[config.mk]
export PLATFORM = sky130hd
export DESIGN_NAME = bus_control_unit
export DESIGN_NICKNAME = d
export VERILOG_FILES = /design/src/rtl/bus_control_unit.sv
export SDC_FILE = /design/constraint.sdc
export NUM_CORES = 1
export LEC_CHECK = 0
export CAP_MARGIN = 20
export CORE_UTILIZATION = 53
export CTS_CLUSTER_SIZE = 28
export DETAILED_ROUTE_END_ITERATION = 8
export PLACE_DENSITY_LB_ADDON = 0.12
export SETUP_SLACK_MARGIN = 0.5
export SLEW_MARGIN = 20
export SYNTH_ARGS = -nofsm -noshare
export SYNTH_HDL_FRONTEND = slang
export SYNTH_SLANG_ARGS = --single-unit
[constraint.sdc]
create_clock -name clk -period 5.1 [get_ports clk]
set_input_delay 1.02 -clock clk [delete_from_list [all_inputs] [get_ports clk]]
set_output_delay 1.02 -clock clk [all_outputs]
set_load 0.05 [all_outputs]
[src/rtl/bus_control_unit.sv]
// Bus control unit: byte-wide prefetch queue, prefetch pointer and
// arbitration of fetch and execution-unit bus cycles on a 16-bit bus.
module bus_control_unit #(
    parameter int QUEUE_DEPTH    = 8,
    parameter int FETCH_FREE_MIN = 2
) (
    input  logic                          clk,
    input  logic                          reset,
    input  logic [15:0]                   ps,
    input  logic                          flush,
    input  logic [15:0]                   flush_pc,
    input  logic                          suspend,
    input  logic                          q_pop,
    output logic [7:0]                    q_data,
    output logic [$clog2(QUEUE_DEPTH):0]  q_count,
    output logic [15:0]                   pfp,
    input  logic [2:0]                    eu_cmd,
    input  logic [19:0]                   eu_addr,
    input  logic                          eu_word,
    input  logic [15:0]                   eu_wdata,
    output logic [15:0]                   eu_rdata,
    output logic                          eu_done,
    input  logic                          readyb,
    input  logic [15:0]                   data_in,
    output logic [15:0]                   data_out,
    output logic [19:0]                   address_out,
    output logic [3:0]                    bus_status,
    output logic                          bus_ube_n
);

    localparam int AW = $clog2(QUEUE_DEPTH);
    localparam int CW = AW + 1;
    localparam logic [CW-1:0] DEPTH = CW'(QUEUE_DEPTH);
    localparam logic [CW-1:0] FMIN  = CW'(FETCH_FREE_MIN);
    localparam logic [3:0] ST_IDLE  = 4'hf;
    localparam logic [3:0] ST_MRD   = 4'b1001;

    typedef enum logic [1:0] {S_IDLE, S_FETCH, S_EU_LO, S_EU_HI} state_t;

    state_t        r_state;
    state_t        w_state_nxt;
    logic [7:0]    r_mem [QUEUE_DEPTH];
    logic [AW-1:0] r_wp;
    logic [AW-1:0] r_rp;
    logic [CW-1:0] r_count;
    logic [15:0]   r_pfp;
    logic          r_fdisc;
    logic [7:0]    r_lo;
    logic          r_eu_done;
    logic [15:0]   r_rdata;
    logic [3:0]    r_status;
    logic [19:0]   r_addr;
    logic [15:0]   r_dout;
    logic          r_ube;

    logic          w_rdy;
    logic          w_done;
    logic          w_arb;
    logic          w_odd_word;
    logic          w_eu_req;
    logic          w_eu_final;
    logic          w_push_ok;
    logic [1:0]    w_push_n;
    logic          w_pop;
    logic [CW-1:0] w_cnt_nxt;
    logic [CW-1:0] w_free;
    logic [15:0]   w_pfp_nxt;
    logic          w_can_fetch;
    logic [3:0]    w_eu_status;
    logic [15:0]   w_rdata_nxt;
    logic [3:0]    w_status_nxt;
    logic [19:0]   w_addr_nxt;
    logic [15:0]   w_dout_nxt;
    logic          w_ube_nxt;

    assign w_rdy      = !readyb;
    assign w_done     = (r_state != S_IDLE) && w_rdy;
    assign w_arb      = (r_state == S_IDLE) || w_done;
    assign w_odd_word = eu_word & eu_addr[0];
    assign w_eu_req   = (eu_cmd != 3'd0) && (eu_cmd <= 3'd4);
    assign w_eu_final = w_rdy && (((r_state == S_EU_LO) && !w_odd_word)
                                  || (r_state == S_EU_HI));

    // A fetch overlapped by a flush still finishes on the bus but is dropped
    assign w_push_ok = (r_state == S_FETCH) && w_rdy && !flush && !r_fdisc;
    assign w_push_n  = !w_push_ok ? 2'd0 : (r_pfp[0] ? 2'd1 : 2'd2);
    assign w_pop     = q_pop && (r_count != '0) && !flush;
    assign w_cnt_nxt = flush ? '0
                     : r_count + CW'(w_push_n) - CW'(w_pop);
    assign w_free    = DEPTH - w_cnt_nxt;

    always_comb begin
        w_pfp_nxt = r_pfp;
        if (flush)
            w_pfp_nxt = flush_pc;
        else if (w_push_ok)
            w_pfp_nxt = r_pfp + (r_pfp[0] ? 16'd1 : 16'd2);
    end

    assign w_can_fetch = !suspend && !flush &&
        (w_pfp_nxt[0] ? (w_free != '0) : (w_free >= FMIN));

    always_comb begin
        case (eu_cmd)
            3'd1:    w_eu_status = 4'b1001;
            3'd2:    w_eu_status = 4'b1010;
            3'd3:    w_eu_status = 4'b0101;
            3'd4:    w_eu_status = 4'b0110;
            default: w_eu_status = ST_IDLE;
        endcase
    end

    always_comb begin
        if (r_state == S_EU_HI)
            w_rdata_nxt = {data_in[7:0], r_lo};
        else if (eu_word)
            w_rdata_nxt = data_in;
        else
            w_rdata_nxt = {8'h00, eu_addr[0] ? data_in[15:8] : data_in[7:0]};
    end

    always_comb begin
        w_state_nxt  = r_state;
        w_status_nxt = r_status;
        w_addr_nxt   = r_addr;
        w_dout_nxt   = r_dout;
        w_ube_nxt    = r_ube;
        if (w_arb) begin
            if ((r_state == S_EU_LO) && w_odd_word) begin
                w_state_nxt = S_EU_HI;
                w_addr_nxt  = eu_addr + 20'd1;
                w_ube_nxt   = 1'b1;
                w_dout_nxt  = {2{eu_wdata[15:8]}};
            end else if (w_eu_req && !w_eu_final) begin
                w_state_nxt  = S_EU_LO;
                w_status_nxt = w_eu_status;
                w_addr_nxt   = eu_addr;
                w_ube_nxt    = !(eu_word | eu_addr[0]);
                w_dout_nxt   = (eu_word && !eu_addr[0]) ? eu_wdata
                                                        : {2{eu_wdata[7:0]}};
            end else if (w_can_fetch) begin
                w_state_nxt  = S_FETCH;
                w_status_nxt = ST_MRD;
                w_addr_nxt   = {ps, 4'h0} + {4'h0, w_pfp_nxt};
                w_ube_nxt    = 1'b0;
            end else begin
                w_state_nxt  = S_IDLE;
                w_status_nxt = ST_IDLE;
                w_ube_nxt    = 1'b1;
            end
        end
    end

    always_ff @(posedge clk) begin
        if (reset) r_state <= S_IDLE;
        else       r_state <= w_state_nxt;
    end

    always_ff @(posedge clk) begin
        if (reset) begin
            r_status <= ST_IDLE;
            r_addr   <= '0;
            r_dout   <= '0;
            r_ube    <= 1'b1;
        end else begin
            r_status <= w_status_nxt;
            r_addr   <= w_addr_nxt;
            r_dout   <= w_dout_nxt;
            r_ube    <= w_ube_nxt;
        end
    end

    always_ff @(posedge clk) begin
        if (reset) begin
            r_eu_done <= 1'b0;
            r_rdata   <= '0;
            r_lo      <= '0;
            r_fdisc   <= 1'b0;
        end else begin
            r_eu_done <= w_eu_final;
            if (w_eu_final)
                r_rdata <= w_rdata_nxt;
            if ((r_state == S_EU_LO) && w_rdy)
                r_lo <= data_in[15:8];
            if (w_arb)
                r_fdisc <= 1'b0;
            else if ((r_state == S_FETCH) && flush)
                r_fdisc <= 1'b1;
        end
    end

    always_ff @(posedge clk) begin
        if (w_push_n == 2'd2) begin
            r_mem[r_wp]          <= data_in[7:0];
            r_mem[r_wp + AW'(1)] <= data_in[15:8];
        end else if (w_push_n == 2'd1) begin
            r_mem[r_wp] <= data_in[15:8];
        end
    end

    always_ff @(posedge clk) begin
        if (reset) begin
            r_wp    <= '0;
            r_rp    <= '0;
            r_count <= '0;
            r_pfp   <= 16'hFFF0;
        end else begin
            r_count <= w_cnt_nxt;
            r_pfp   <= w_pfp_nxt;
            if (flush) begin
                r_wp <= '0;
                r_rp <= '0;
            end else begin
                r_wp <= r_wp + AW'(w_push_n);
                if (w_pop)
                    r_rp <= r_rp + AW'(1);
            end
        end
    end

    assign q_data      = r_mem[r_rp];
    assign q_count     = r_count;
    assign pfp         = r_pfp;
    assign eu_rdata    = r_rdata;
    assign eu_done     = r_eu_done;
    assign data_out    = r_dout;
    assign address_out = r_addr;
    assign bus_status  = r_status;
    assign bus_ube_n   = r_ube;

endmodule

==> results.md <==
- Worst slew pin tran: 1.089 ns
- Mean Syn Cell Area: 9.136 um2
- Synthesized area: 0.009181 mm2
- Setup TNS: 0 ns
- Unrepaired setup endpoints after global routing: no
- Drt pass-1 iters: 5
- Avg WL per Cell: 17.94 um
- Lkg Pwr: 4.382 nW
- Worst Hold End: address_out[3]
- TritonCTS clock tree: done
- Critical path class: input port to register
- Final Skew: 0.007012 ns
- Min Clock Period, post-route: 4.249 ns
- Met1 usage: 38.33%
- Total congestion overflow: 0
- Gr busiest metal: met2
- Endpoints failing setup: 0
- Final Hold Viols: 0
- Ports: 180
- Period utilization: 83.31%
- Hold path depth: 2
- RD Place Congestion: 0.8582
- Worst R2R Setup Slack: 1.04 ns
- Reg-to-Reg End: address_out[14]
- All-Layer GR Usage: 28.49%
- Top_reg_cell synth: dfxtp_1
- Area Overhead vs Synth: 28.82%
- Required @ worst endpoint: 5.41 ns
- Crit Reg-Reg Startpoint: pfp[0]
- Pre-CTS WS: 0.09831 ns
- Layout cells sized above 1: 10.34%
- Die Span X: 133.6 um
- Power consumption: 3.829 mW
- Hpwl dp: 18,290 um
- FF-to-FF path depth: 16
- Wirelength, routed: 25,160 um
- Critical-path top delay cell: fa_1
- Die Area: 0.01785 mm2
- CP Launch Type: input port
- Initial Utilization: 54.78%
- Pwr dens: 323.7 mW/mm2
- Outcome: complete, no violations
- Post-CTS Hold Fix Bufs: 0
- Ys Warns: 0
- Largest net degree at the start of global routing: 51
- Commonest non-fill, non-tap cell in the layout: clkdlybuf4s50_1
- Max Slew Vio Count: 0
- # clock sinks: 162
- Area of the core: 0.01676 mm2
- CTS buffer count: 17
- Max Cap Violations: 0
- Std-Cell Rows: 47
- Root Buffer: clkbuf_16
- Synthesized netlist net count: 1,128
- First-pass GRT wire length: 39,580 um
- Reg clk slew, reported paths: 0.07 ns
- Post-synth EDFFs: 64
- Initial antenna violation count: 2
- Drc violations: 0
- Asr flop ratio synth: 0%
- Vias per cell: 5.877
- Max incr delay on CP: 0.56 ns
- WP buf/inv: 4
- Worst Setup SP: readyb
- Cell count after synthesis: 1,005
- Fmax: 235.4 MHz
- Final worst-path setup slack: 0.8513 ns
- Crit path DAT: 4.56 ns
- Most frequent cells in the layout: 176 x clkdlybuf4s50_1, 157 x nor2_1, 106 x a21oi_1
- Unique masters post-synth: 70
- Max VDD drop: 0.0002512 V
- Met3 usage: 6.279%
- HP Class: register to register
- Clk buf depth: 2
- CP Max Fanout: 5
- CP delay by family, top: adder cells
- Port Buffers: 179
- Worst-path cell chain: dlymetal6s2s_1 > nor4b_4 > and2b_2 > nand2_1 > ha_1 > inv_1 > fa_1 > nand2b_1 > ha_1 > o311a_1 > a211oi_4 > buf_4 > buf_4 > nand2_1 > a221o_1
- Initial drt markers: 589
- Setup crit end kind: register
- Vias in the first global route: 7,660
- Clk_lat worst skew: 0.43 ns
- Grt met2 use: 46.06%
- Die height: 133.6 um
- HP Start: address_out[3]
- #FFs+latches synth: 162
- Sequential area share after synthesis: 42.30%
- ANT nets after route: 0
- CTS H-Tree Depth: 4
- # nets final: 1,290
- Worst rel slew slack: 27.13%
- Vias: 8,239
==> registers in the layout, summed over array words and instances, names as in the netlist, 4 cells and up, named ones only <==
signal       flops
r_mem           64
r_lo             8
data_out        16
pfp             16
bus_status       4
eu_rdata        16
address_out     20
q_count          4
==> kinds of logic (layout without fill, tap and decap cells) <==
kind of cell,count (synthesis),count (layout),synth area share (%)
adders and majority gates,29,29,4.197
AOI/OAI and AO/OA,264,265,18.51
and+or+nand+nor,358,358,17.92
DFF,162,162,42.30
other,0,2,0
xor gates and xnor gates,36,36,3.434
buffers and inverters,89,263,4.047
muxes,67,67,9.594
==> cell usage after synthesis, types with 15 or more instances <==
cell	n	area, um2
a211oi_1	30	225.2
a21oi_1	106	530.5
a311oi_1	17	148.9
buf_2	18	90.09
clkbuf_1	41	153.9
dfxtp_1	98	1962
edfxtp_1	64	1922
ha_1	26	325.3
inv_1	22	82.58
mux2i_1	43	430.4
mux4_2	16	360.4
nand2_1	84	315.3
nand3_1	25	125.1
nor2_1	157	589.3
nor3_1	15	75.07
o21ai_0	43	215.2
or2_2	15	93.84
xnor2_1	15	131.4
xor2_1	21	183.9
==> layout make-up <==
type	count	area, um2
Multi-Input combinational cell	755	4957
Fill cell	1357	4932
Sequential cell	162	3884
Timing Repair Buffer	209	2021
Clock buffer	20	489.2
Tap cell	220	275.3
Clock inverter	12	113.9
Inverter	22	82.58
Antenna cell	2	5.005
==> how the worst max path moves through the flow <==
| stage | end | depth (start not counted) |
|---|---|---|
| 4_1_cts | address_out[0] | 14 |
| 3_3_place_gp | address_out[15] | 15 |
| 3_5_place_dp | address_out[15] | 15 |
| 6_report | bus_status[1] | 15 |
| 2_1_floorplan | address_out[1] | 16 |
| 5_1_grt | bus_status[1] | 15 |
==> power by group <==
| part | switching [mW] | internal [mW] | leakage [nW] |
|---|---|---|---|
| logic | 0.635 | 0.407 | 2.71 |
| registers | 0.0589 | 1.42 | 1.38 |
| clock network | 0.554 | 0.752 | 0.296 |
| total | 1.25 | 2.58 | 4.38 |
==> layer usage <==
| layer | wire, um | vias to the layer above |
|---|---|---|
| met5 | 0 | - |
| met3 | 1733 | 33 |
| met1 | 11090 | 3925 |
| met2 | 11910 | 310 |
| li1 | - | 3971 |
| met4 | 428 | 0 |
==> per-stage QoR <==
stage | hold slack (ns) | instances | instance area (um2) | util [%]
after floorplan | 0.4611 | 1005 | 9181 | -
after global placement | 0.4442 | 1359 | 11120 | 66.35
after detailed placement | 0.4493 | 1359 | 11120 | 66.35
after CTS | 0.4652 | 1391 | 11720 | 69.94
after global routing | 0.4825 | 1401 | 11830 | 70.56
final | 0.4678 | 1402 | 11830 | 70.57
==> worst register-to-register path, delay by kind of cell, from the launching register on <==
family	cells	cell delay [ns]
compound gates	7	1.57
fa+ha+maj	2	0.86
simple gates	4	0.56
flops	1	0.55
xor+xnor	2	0.24
buf+inv	1	0.19
==> repair_timing <==
item                       in CTS  in global routing
setup buffers                   0                  8
gates resized for setup         0                  8
setup endpoints to repair       0                 21
Note: power is estimated with default switching activity, not from simulation.
